<file path="src/rtl/mips_irq_controller_if.sv">
// rtl/mips_irq_controller_if.sv - request, register and core-handshake bundle for mips_irq_controller
// master = core/config side, slave = interrupt controller.

interface mips_irq_controller_if #(
  parameter int NUM_SRC = 8,
  parameter int ID_W    = 3,
  parameter int DATA_W  = 16
);

  logic [NUM_SRC-1:0] irq_src;
  logic               cfg_we;
  logic [1:0]         cfg_addr;
  logic [DATA_W-1:0]  cfg_wdata;
  logic [DATA_W-1:0]  cfg_rdata;
  logic               interrupt;
  logic [ID_W-1:0]    int_id;
  logic               int_ack;
  logic               int_eoi;

  modport master (
    output irq_src,
    output cfg_we,
    output cfg_addr,
    output cfg_wdata,
    output int_ack,
    output int_eoi,
    input  cfg_rdata,
    input  interrupt,
    input  int_id
  );

  modport slave (
    input  irq_src,
    input  cfg_we,
    input  cfg_addr,
    input  cfg_wdata,
    input  int_ack,
    input  int_eoi,
    output cfg_rdata,
    output interrupt,
    output int_id
  );

endinterface

</file>
<file path="src/rtl/mips_irq_controller.sv">
// rtl/mips_irq_controller.sv - 8-source prioritised interrupt controller feeding the MIPS core
// Sync + rising-edge capture into PENDING, mask, lowest-index-wins, ack/eoi handshake.

module mips_irq_controller #(
  parameter int NUM_SRC = 8,
  parameter int ID_W    = 3,
  parameter int DATA_W  = 16
) (
  input  logic                  clk,
  input  logic                  reset,
  mips_irq_controller_if.slave  bus
);

  typedef enum logic [1:0] {
    S_IDLE    = 2'd0,
    S_ASSERT  = 2'd1,
    S_SERVICE = 2'd2
  } state_e;

  localparam logic [1:0] A_MASK = 2'd0;
  localparam logic [1:0] A_PEND = 2'd1;
  localparam logic [1:0] A_INSV = 2'd2;
  localparam logic [1:0] A_STAT = 2'd3;

  state_e             state_q, state_d;
  logic [NUM_SRC-1:0] sync1_q, sync2_q, prev_q;
  logic [NUM_SRC-1:0] mask_q, mask_d;
  logic [NUM_SRC-1:0] pend_q, pend_d;
  logic [NUM_SRC-1:0] insv_q, insv_d;
  logic [ID_W-1:0]    id_q, id_d;
  logic               int_q, int_d;

  logic [NUM_SRC-1:0] rise_w;
  logic [NUM_SRC-1:0] cand_w;
  logic [NUM_SRC-1:0] w1c_w;
  logic [NUM_SRC-1:0] ack_clr_w;
  logic [NUM_SRC-1:0] id_onehot_w;
  logic [ID_W-1:0]    win_id_w;
  logic               ack_take_w;
  logic               eoi_take_w;
  logic               unused_wdata_w;

  assign rise_w      = sync2_q & ~prev_q;
  assign cand_w      = pend_q & mask_q;
  assign id_onehot_w = {{(NUM_SRC-1){1'b0}}, 1'b1} << id_q;
  assign ack_take_w  = (state_q == S_ASSERT) && bus.int_ack;
  assign eoi_take_w  = (state_q == S_SERVICE) && bus.int_eoi;
  assign w1c_w       = (bus.cfg_we && bus.cfg_addr == A_PEND) ? bus.cfg_wdata[NUM_SRC-1:0] : '0;
  assign ack_clr_w   = ack_take_w ? id_onehot_w : '0;

  assign unused_wdata_w = ^bus.cfg_wdata[DATA_W-1:NUM_SRC];

  // Scan from the top so the lowest set index is the last one written.
  always_comb begin
    win_id_w = '0;
    for (int i = NUM_SRC - 1; i >= 0; i--) begin
      if (cand_w[i]) win_id_w = ID_W'(i);
    end
  end

  always_ff @(posedge clk or negedge reset) begin
    if (!reset) begin
      state_q <= S_IDLE;
      sync1_q <= '0;
      sync2_q <= '0;
      prev_q  <= '0;
      mask_q  <= '0;
      pend_q  <= '0;
      insv_q  <= '0;
      id_q    <= '0;
      int_q   <= 1'b0;
    end else begin
      state_q <= state_d;
      sync1_q <= bus.irq_src;
      sync2_q <= sync1_q;
      prev_q  <= sync2_q;
      mask_q  <= mask_d;
      pend_q  <= pend_d;
      insv_q  <= insv_d;
      id_q    <= id_d;
      int_q   <= int_d;
    end
  end

  always_comb begin
    state_d = state_q;
    unique case (state_q)
      S_IDLE:    if (|cand_w)     state_d = S_ASSERT;
      S_ASSERT:  if (bus.int_ack) state_d = S_SERVICE;
      S_SERVICE: if (bus.int_eoi) state_d = S_IDLE;
      default:                    state_d = S_IDLE;
    endcase
  end

  // A new edge on the same cycle as a clear keeps the bit set.
  always_comb begin
    mask_d = mask_q;
    if (bus.cfg_we && bus.cfg_addr == A_MASK) mask_d = bus.cfg_wdata[NUM_SRC-1:0];

    pend_d = (pend_q & ~(w1c_w | ack_clr_w)) | rise_w;

    insv_d = insv_q;
    if (ack_take_w) insv_d = insv_q | id_onehot_w;
    if (eoi_take_w) insv_d = insv_q & ~id_onehot_w;

    id_d = id_q;
    if (state_q == S_IDLE && |cand_w) id_d = win_id_w;
    if (eoi_take_w)                   id_d = '0;

    int_d = (state_d == S_ASSERT);
  end

  always_comb begin
    bus.cfg_rdata = '0;
    unique case (bus.cfg_addr)
      A_MASK: bus.cfg_rdata[NUM_SRC-1:0] = mask_q;
      A_PEND: bus.cfg_rdata[NUM_SRC-1:0] = pend_q;
      A_INSV: bus.cfg_rdata[NUM_SRC-1:0] = insv_q;
      A_STAT: begin
        bus.cfg_rdata[1:0]      = state_q;
        bus.cfg_rdata[4 +: ID_W] = id_q;
      end
      default: bus.cfg_rdata = '0;
    endcase
  end

  assign bus.interrupt = int_q;
  assign bus.int_id    = id_q;

endmodule
</file>
<file path="src/flat_wrapper.sv">
// flat-port wrapper written by rule: the top's interface ports become plain ports
module mips_irq_controller_flat 
#(
  parameter int NUM_SRC = 8,
  parameter int ID_W    = 3,
  parameter int DATA_W  = 16
)
  (clk, reset, bus_irq_src, bus_cfg_we, bus_cfg_addr, bus_cfg_wdata, bus_int_ack, bus_int_eoi, bus_cfg_rdata, bus_interrupt, bus_int_id);
  mips_irq_controller_if #(.NUM_SRC(NUM_SRC), .ID_W(ID_W), .DATA_W(DATA_W)) bus_i ();
  input  logic clk;
  input  logic reset;
  input wire logic [$bits(bus_i.irq_src)-1:0] bus_irq_src;
  input wire logic [$bits(bus_i.cfg_we)-1:0] bus_cfg_we;
  input wire logic [$bits(bus_i.cfg_addr)-1:0] bus_cfg_addr;
  input wire logic [$bits(bus_i.cfg_wdata)-1:0] bus_cfg_wdata;
  input wire logic [$bits(bus_i.int_ack)-1:0] bus_int_ack;
  input wire logic [$bits(bus_i.int_eoi)-1:0] bus_int_eoi;
  output wire logic [$bits(bus_i.cfg_rdata)-1:0] bus_cfg_rdata;
  output wire logic [$bits(bus_i.interrupt)-1:0] bus_interrupt;
  output wire logic [$bits(bus_i.int_id)-1:0] bus_int_id;
  assign bus_i.irq_src = bus_irq_src;
  assign bus_i.cfg_we = bus_cfg_we;
  assign bus_i.cfg_addr = bus_cfg_addr;
  assign bus_i.cfg_wdata = bus_cfg_wdata;
  assign bus_i.int_ack = bus_int_ack;
  assign bus_i.int_eoi = bus_int_eoi;
  assign bus_cfg_rdata = bus_i.cfg_rdata;
  assign bus_interrupt = bus_i.interrupt;
  assign bus_int_id = bus_i.int_id;
  mips_irq_controller #(.NUM_SRC(NUM_SRC), .ID_W(ID_W), .DATA_W(DATA_W)) u_core (.clk(clk), .reset(reset), .bus(bus_i));
endmodule
</file>
<file path="config.mk">
export PLATFORM = sky130hd
export DESIGN_NAME = mips_irq_controller_flat
export DESIGN_NICKNAME = d
export VERILOG_FILES = /design/src/rtl/mips_irq_controller_if.sv /design/src/rtl/mips_irq_controller.sv /design/src/flat_wrapper.sv
export SDC_FILE = /design/constraint.sdc
export NUM_CORES = 1
export LEC_CHECK = 0
export ABC_AREA = 1
export CORE_AREA = 2 2 67 69
export CTS_BUF_LIST = sky130_fd_sc_hd__clkbuf_8
export CTS_CLUSTER_SIZE = 8
export DETAILED_ROUTE_END_ITERATION = 12
export DIE_AREA = 0 0 69 71
export PLACE_DENSITY = 0.86
export SETUP_SLACK_MARGIN = 0.3
export SKIP_LAST_GASP = 1
export SYNTH_ARGS = -nofsm -noshare
export SYNTH_HDL_FRONTEND = slang
export SYNTH_SLANG_ARGS = --single-unit
</file>
<file path="constraint.sdc">
create_clock -name clk -period 3.5 [get_ports clk]
set_input_delay 0.7 -clock clk [delete_from_list [all_inputs] [get_ports clk]]
set_output_delay 0.7 -clock clk [all_outputs]
set_load 0.02 [all_outputs]
</file>
==> key figures, run 1 <==
Placement
  • Post-Place Cell Area: 2619 µm²
  • GPL Wtd Cong: 0.9093
  • Port Buffers: 34
  • HPWL after DPL: 3204 µm
  • Inst Count DP: 319

Power and ir drop
  • Sw Ratio: 35.76%
  • Cell-internal power: 1128 µW
  • Pwr dens: 643.5 nW/µm²
  • Pleak: 0.001335 µW
  • Peak supply drop: 0.3687 mV
  • Clock power share: 21.6%
  • Total power: 1756 µW
  • Switching pwr: 628.0 µW
  • Flop pwr share: 48.3%
  • Logic gate share of total power: 30.1%

Min path
  • Hold Path Sink: u_core.sync2_q[4]$_DFF_PN0_
  • Worst Min Path Start: u_core.sync1_q[4]$_DFF_PN0_
  • Hold Path Class: reg -> reg
  • Hold depth: 0

Global routing
  • Pin count of the biggest net entering global routing: 39
  • First-pass GRT wire length: 7410 µm
  • Vias in the first global route: 1657
  • Grt ovf: 0
  • All-Layer GR Usage: 19.22%
  • Initial antenna violation count: 0

Timing
  • Final period util: 87.65%
  • Setup violators final: 0
  • Hold Fails Final Rpt: 0
  • WHS: 358.4 ps
  • RSZ-0062 raised after global routing: no
  • Fin. max-slew vios: 0
  • Min Tclk post-route: 3068 ps
  • Max_slew headroom: 46.78%
  • Achievable frequency: 0.3260 GHz
  • Clock Skew: 6.978 ps
  • Worst-Margin Slew: 798.3 ps
  • Setup TNS: 0 ps

Layout
  • Commonest non-fill, non-tap cell in the layout: nand2_1
  • Area growth syn-to-layout: 21.98%
  • Layout cell share with drive strength beyond 1: 9.091%
  • Antenna fix cells: 0
  • Fillers: 339
  • Most frequent cells in the layout: nand2_1, dfrtp_1, clkdlybuf4s50_1, inv_1, nand3_1
  • Final Instance Area: 2729 µm²
  • Non-filler cells, final: 327
  • Post-layout nets: 305

Clocking
  • Worst-path clk slew: 90 ps
  • Clk root buf: clkbuf_8
  • CTS Sinks: 54
  • H-tree depth: 2
  • Clk_lat worst skew: 310 ps
  • Max Root-Sink Buffers: 2
  • Num CTS Buffers: 5
  • CTS tree: yes

Route
  • First-pass iteration count of the detailed router: 4
  • Drt first-iter violations: 111
  • Total Wirelength: 4419 µm
  • WL/cell: 13.51 µm
  • Via count: 1701
  • Vias per cell: 5.202
  • Antenna-violating nets left: 0
  • Residual DRC: 0

Outcome
  • Status: finished clean

Die
  • Starting Density: 53.21%
  • Die area: 4899 µm²
  • Ports: 51
  • Die Wd: 69 µm
  • Core area: 4204 µm²
  • Die height: 71 µm
  • # rows: 24

Setup path
  • Reg2reg start: u_core.state_q[0]$_DFF_PN0_
  • Reg2reg setup slack: 2140 ps
  • Crit-path max FO: 8
  • CP startpoint kind: input port
  • Worst r2r path cells: 6
  • CP arrival: 2370 ps
  • Crit. End Element: output pin
  • Type of the worst setup path: in -> out
  • Critical path data required time: 2800 ps

Logic synthesis
  • Number of enable flip-flop cells after synthesis: 0
  • Area of the mapped netlist: 2237 µm²
  • Synth Flop Type: dfrtp_1
  • Yosys reg bits: 54
  • Sequential area share after synthesis: 60.40%
  • Ranking of synthesized cells by area: dfrtp_1, nand2_1, nand3_1
  • Synthesis Warnings: 0
  • Post-synth top area share: 60.40%
  • Area leader, netlist: dfrtp_1
  • Mapped Avg Cell Area: 9.643 µm²
  • Netlist cell types: 20
  • Cells after synthesis: 232
  • Async set-reset flop share out of synthesis: 100.0%

Run
  • Max_cap viols: 0
-- critical path, stage by stage --
cell	delay (ps)
clkdlybuf4s50_1	560
nand2_1	150
inv_2	160
nand2_1	70
o2111ai_1	80
clkdlybuf4s50_1	640
-- logic make-up (layout without fill, tap and decap cells) --
| logic type | count (synthesis) | in the layout | share of synthesized area, % |
|---|---|---|---|
| AOI/OAI and AO/OA | 28 | 28 | 7.606 |
| other | 1 | 8 | 0.1676 |
| buffers and inverters | 35 | 71 | 7.215 |
| muxes | 8 | 8 | 4.027 |
| DFF | 54 | 54 | 60.40 |
| and+or+nand+nor | 106 | 106 | 20.58 |
-- per-layer routing --
| metal | share of wire, % | vias up | wire length, µm | track usage, % |
|---|---|---|---|---|
| li1 | - | 820 | - | - |
| met1 | 41 | 806 | 1827 | 23.42 |
| met2 | 50 | 61 | 2223 | 32.37 |
| met3 | 5.8 | 14 | 255 | 5.698 |
| met4 | 2.5 | 0 | 112 | 7.625 |
| met5 | 0 | - | 0 | 0 |
-- Yosys cell counts, types with 2 or more instances --
library cell and instances:
a21oi_1 3, buf_4 8, dfrtp_1 54, inv_1 26
mux2_2 8, nand2_1 66, nand3_1 20, nand4_1 2
nor2_1 12, nor2_4 2, o2111ai_1 5, o21ai_0 16
o31ai_1 3
-- power groups by stage --
stage	Sequential (µW)	Clock (µW)	Combinational (µW)
5_1_grt	862	418	586
3_5_place_dp	856	0	524
2_1_floorplan	853	0	314
4_1_cts	844	389	530
6_report	847	380	529
3_3_place_gp	847	0	512
-- metrics by stage --
step / util, % / worst slack [ps]
floorplan: - / 1485
global placement: 62.29 / 356.6
detailed placement: 62.29 / 337.0
CTS: 64.73 / 339.9
global route: 64.91 / 366.8
finish: 64.91 / 432.3
-- timing repair --
action / CTS / global route
buffers inserted: 0 / 0
setup endpoints to repair: 0 / 6
hold buffers: 0 / 0
gates resized for setup: 0 / 4
endpoints found under the hold margin: 0 / 0
-- layout make-up --
cell class	instances	area (µm²)	share of cell area [%]
inverter	27	101.3	3.714
multi-input combinational	150	750.7	27.51
timing repair buffer	36	357.8	13.11
clock inverter	2	20.02	0.7336
tap	52	65.06	2.384
clock buffer	6	82.58	3.026
sequential	54	1351	49.52
-- worst max-delay path by stage --
stage	start	end	cells after the start
after CTS	bus_cfg_addr[0]	bus_cfg_rdata[0]	6
final	bus_cfg_addr[0]	bus_cfg_rdata[5]	6
after detailed placement	bus_cfg_addr[0]	bus_cfg_rdata[0]	6
after global placement	bus_cfg_addr[0]	bus_cfg_rdata[0]	6
after floorplan	bus_cfg_addr[1]	bus_cfg_rdata[0]	4
after global routing	bus_cfg_addr[1]	bus_cfg_rdata[4]	7
No activity file was read; power rests on OpenSTA's default activity.
==> inputs of run 2 (changes only) <==
--- a/config.mk
+++ b/config.mk
@@ -17,3 +17,4 @@
 export SYNTH_ARGS = -nofsm -noshare
 export SYNTH_HDL_FRONTEND = slang
 export SYNTH_SLANG_ARGS = --single-unit
+export TNS_END_PERCENT = 10
==> key figures, run 2 (synthesis gave the netlist of run 1 again) <==
Outcome
  • Status: finished clean

Setup path
  • Reg2reg setup slack: 2130 ps
  • Worst r2r path cells: 6
  • Worst Path Buf+Inv: 3
  • CP top delay family: buffers and inverters
  • CP arrival: 2470 ps
  • Worst path max stage delay: 650 ps
  • Crit-path max FO: 8
  • Stages on worst setup path: 6
  • Critical path cell sequence: clkdlybuf4s50_1 -> nand2_1 -> inv_1 -> nand2_1 -> o2111ai_1 -> clkdlybuf4s50_1
  • CP startpoint kind: input port
  • Critical path data required time: 2800 ps
  • CP max-delay cell: clkdlybuf4s50_1
  • Reg2reg start: u_core.state_q[1]$_DFF_PN0_
  • Crit. End Element: output pin
  • Type of the worst setup path: in -> out

Timing
  • Fin. max-slew vios: 0
  • Achievable frequency: 0.3159 GHz
  • Clock Skew: 6.118 ps
  • Max_slew headroom: 46.41%
  • Worst-Margin Slew: 803.9 ps
  • Hold Fails Final Rpt: 0
  • Final period util: 90.46%
  • WHS: 358.5 ps
  • PnR worst setup slack: 334.0 ps
  • RSZ-0062 raised after global routing: yes
  • Min Tclk post-route: 3166 ps
  • Setup TNS: 0 ps
  • Setup violators final: 0

Layout
  • Area growth syn-to-layout: 21.76%
  • Most frequent cells in the layout: nand2_1, dfrtp_1, clkdlybuf4s50_1, inv_1, nand3_1
  • Antenna fix cells: 0
  • Combined area of the multi-input logic cells: 750.7 µm²
  • Fillers: 342
  • Commonest non-fill, non-tap cell in the layout: nand2_1
  • Storage element area: 1351 µm²
  • Non-filler cells, final: 327
  • Post-layout nets: 305
  • Layout cell share with drive strength beyond 1: 8.727%

Placement
  • Port Buffers: 34
  • HPWL after DPL: 3204 µm
  • GPL Wtd Cong: 0.9093
  • Post-Place Setup Slack: 337.0 ps
  • Inst Count DP: 319

Clocking
  • CTS Sinks: 54
  • Worst-path clk slew: 100 ps
  • Num CTS Buffers: 5
  • # hold bufs at CTS: 0
  • Max Root-Sink Buffers: 2
  • Clk_lat worst skew: 310 ps
  • H-tree depth: 2
  • CTS tree: yes
  • Clk root buf: clkbuf_8

Min path
  • Hold Path Sink: u_core.sync2_q[2]$_DFF_PN0_
  • Hold Path Class: reg -> reg
  • Hold depth: 0
  • Worst Min Path Start: u_core.sync1_q[2]$_DFF_PN0_

Route
  • Vias per cell: 5.272
  • Via count: 1724
  • First-pass iteration count of the detailed router: 4
  • Antenna-violating nets left: 0
  • Total Wirelength: 4422 µm
  • WL/cell: 13.52 µm
  • Residual DRC: 0
  • Drt first-iter violations: 90

Global routing
  • Grt ovf: 0
  • Pin count of the biggest net entering global routing: 39
  • All-Layer GR Usage: 19.22%
  • Vias in the first global route: 1657
  • Met2 usage: 32.37%
  • GR met1 Demand/Resource: 23.42%
  • First-pass GRT wire length: 7410 µm
  • GRT met3 Usage: 5.698%
  • Initial antenna violation count: 0
  • GR peak layer: met2

Die
  • Die height: 71 µm
  • Ports: 51
  • # rows: 24
  • Die Wd: 69 µm
  • Starting Density: 53.21%
  • Core area: 4204 µm²
  • Die area: 4899 µm²

Power and ir drop
  • Peak supply drop: 0.3693 mV
  • Total power: 1758 µW
  • Pwr dens: 645.6 nW/µm²
  • Pleak: 0.001315 µW

Run
  • Max_cap viols: 0
==> run 2: worst max-delay path by stage <==
| stage | start | endpoint | slack [ps] |
|---|---|---|---|
| after floorplan | bus_cfg_addr[1] | bus_cfg_rdata[0] | 1480 |
| after global placement | bus_cfg_addr[0] | bus_cfg_rdata[0] | 360 |
| after detailed placement | bus_cfg_addr[0] | bus_cfg_rdata[0] | 340 |
| after CTS | bus_cfg_addr[0] | bus_cfg_rdata[0] | 340 |
| after global routing | bus_cfg_addr[0] | bus_cfg_rdata[6] | 260 |
| final | bus_cfg_addr[0] | bus_cfg_rdata[6] | 330 |
==> run 2: final cells by class <==
type,instances,share of cell area (%)
repair buffers,36,12.95
multi-input cells,150,27.56
well taps,52,2.389
inverters,27,3.721
clock inverters,2,0.7350
flip-flops and latches,54,49.61
clock buffers,6,3.032
==> run 2: stage by stage <==
step	area [µm²]	util [%]
2_1_floorplan	2263	-
3_3_place_gp	2619	62.29
3_5_place_dp	2619	62.29
4_1_cts	2721	64.73
5_1_grt	2724	64.79
6_report	2724	64.79
==> run 2: repair_timing <==
action                                  4_1_cts  5_1_grt
endpoints found under the setup margin        0        6
buffers inserted                              0        0
gates resized for setup                       0        1
==> run 2: power by group <==
group | total, µW | switching [µW] | internal, µW
clock | 381 | 212 | 168
combinational | 531 | 318 | 213
sequential | 847 | 99.0 | 748
total | 1760 | 629 | 1130
==> run 2: metal layers <==
layer  up-vias  routed length (µm)
met4         0                 125
met2        67                2203
li1        822                   -
met5         -                   0
met3        18                 255
met1       817                1838
==> inputs of run 3 (changes only) <==
--- a/config.mk
+++ b/config.mk
@@ -11,6 +11,7 @@
 export CTS_CLUSTER_SIZE = 8
 export DETAILED_ROUTE_END_ITERATION = 12
 export DIE_AREA = 0 0 69 71
+export HOLD_SLACK_MARGIN = 0.06
 export PLACE_DENSITY = 0.86
 export SETUP_SLACK_MARGIN = 0.3
 export SKIP_LAST_GASP = 1
==> constraint.sdc (replaced) <==
create_clock -name clk -period 3.5 [get_ports clk]
set_input_delay 0.35 -clock clk [delete_from_list [all_inputs] [get_ports clk]]
set_output_delay 0.35 -clock clk [all_outputs]
set_load 0.02 [all_outputs]
==> key figures, run 3 (synthesis gave the netlist of run 1 again) <==
Clocking
  • Cts repair resizes: 0
  • Max Root-Sink Buffers: 2
  • Clk root buf: clkbuf_8
  • H-tree depth: 2
  • CTS Sinks: 54
  • Worst-path clk slew: 90 ps
  • Clk_lat worst skew: 300 ps
  • Num CTS Buffers: 5
  • CTS tree: yes

Route
  • Via count: 1697
  • DR top layer: met4
  • Antenna-violating nets left: 0
  • Residual DRC: 0
  • WL/cell: 13.13 µm
  • Total Wirelength: 4293 µm
  • WL met1: 1845 µm
  • First-pass iteration count of the detailed router: 4
  • Drt first-iter violations: 196
  • WL met3: 178 µm
  • Vias per cell: 5.190
  • WL met2: 2206 µm

Timing
  • WHS: 354.6 ps
  • Max_slew headroom: 63.75%
  • Setup violators final: 0
  • Achievable frequency: 0.3796 GHz
  • Fin. max-slew vios: 0
  • Setup TNS: 0 ps
  • Min Tclk post-route: 2634 ps
  • Hold Fails Final Rpt: 0
  • Final period util: 75.27%
  • RSZ-0062 raised after global routing: no
  • PnR worst setup slack: 865.6 ps
  • Clock Skew: 13.19 ps
  • Worst-Margin Slew: 541.8 ps

Setup path
  • Critical path data required time: 3150 ps
  • Crit-path max FO: 8
  • Reg2reg start: u_core.state_q[1]$_DFF_PN0_
  • Crit. End Element: output pin
  • Crit path from: bus_cfg_addr[1]
  • Type of the worst setup path: in -> out
  • CP arrival: 2280 ps
  • Worst r2r path cells: 5
  • CP startpoint kind: input port

Placement
  • GPL Wtd Cong: 0.9003
  • Port Buffers: 34
  • HPWL after DPL: 3241 µm
  • Post-Place Setup Slack: 885.2 ps

Die
  • Die height: 71 µm
  • Die Wd: 69 µm
  • Die area: 4899 µm²
  • Core area: 4204 µm²
  • # rows: 24
  • Ports: 51
  • Starting Density: 53.21%

Layout
  • Layout cell share with drive strength beyond 1: 8.364%
  • Commonest non-fill, non-tap cell in the layout: nand2_1
  • Antenna fix cells: 0
  • Fillers: 337
  • Post-layout nets: 305
  • Most frequent cells in the layout: nand2_1, dfrtp_1, clkdlybuf4s50_1, inv_1, nand3_1
  • Area growth syn-to-layout: 21.48%

Min path
  • Hold depth: 0
  • Hold Path Class: reg -> reg
  • Worst Min Path Start: u_core.sync1_q[4]$_DFF_PN0_

Global routing
  • Grt ovf: 0
  • First-pass GRT wire length: 7403 µm
  • Initial antenna violation count: 0
  • Pin count of the biggest net entering global routing: 31
  • All-Layer GR Usage: 18.94%
  • Vias in the first global route: 1660

Power and ir drop
  • Pleak: 0.001295 µW
  • Sw Ratio: 35.90%
  • Cell-internal power: 1110 µW
  • Clock power share: 20.8%
  • Peak supply drop: 0.3626 mV
  • Flop pwr share: 48.8%
  • Pwr dens: 637.4 nW/µm²
  • Switching pwr: 621.8 µW
  • Logic gate share of total power: 30.4%

Run
  • Max_cap viols: 0

Outcome
  • Status: finished clean
run 3: worst max-delay path, cell delays in order:
cell and delay (ps):
clkdlybuf4s50_1 540, inv_1 70, nor2_1 430, nand2_1 100, o2111ai_1 140, clkdlybuf4s50_1 650
run 3: layout make-up:
type | instances | area [µm²] | share of cell area [%]
clock buffers | 5 | 68.82 | 2.532
well taps | 52 | 65.06 | 2.394
inverters | 27 | 101.3 | 3.729
repair buffers | 36 | 352.8 | 12.98
clock inverters | 3 | 27.53 | 1.013
flip-flops and latches | 54 | 1351 | 49.72
multi-input cells | 150 | 750.7 | 27.62
run 3: metal layers:
metal	global-route usage (%)	vias to the layer above
met5	0	-
met4	5.882	0
met3	3.276	6
met2	33.65	46
met1	23.80	824
li1	-	821
run 3: what timing repair did:
item	CTS	global route
hold buffers	1	0
endpoints found under the hold margin	24	0
setup buffers	0	0
run 3: power groups by stage:
stage | registers [µW] | clock network (µW) | logic (µW)
after global placement | 848 | 0 | 511
after CTS | 844 | 370 | 527
after global routing | 865 | 401 | 582
final | 845 | 360 | 527
after floorplan | 853 | 0 | 314
after detailed placement | 855 | 0 | 524
run 3: metrics by stage:
step	std cells	utilization (%)	instance area, µm²	power, µW
6_report	327	64.64	2718	1732
5_1_grt	327	64.64	2718	1848
4_1_cts	327	64.64	2718	1741
3_5_place_dp	318	62.11	2611	1380
3_3_place_gp	318	62.11	2611	1359
2_1_floorplan	239	-	2263	1167
run 3: worst paths after layout:
check | to | slack (ps)
min in group asynchronous | u_core.state_q[0]$_DFF_PN0_ | 560
max reg2reg | u_core.pend_q[3]$_DFF_PN0_ | 2150
max | bus_cfg_rdata[1] | 870
min | u_core.sync2_q[4]$_DFF_PN0_ | 350
max in group asynchronous | u_core.pend_q[6]$_DFF_PN0_ | 2160
min reg2reg | u_core.sync2_q[4]$_DFF_PN0_ | 350
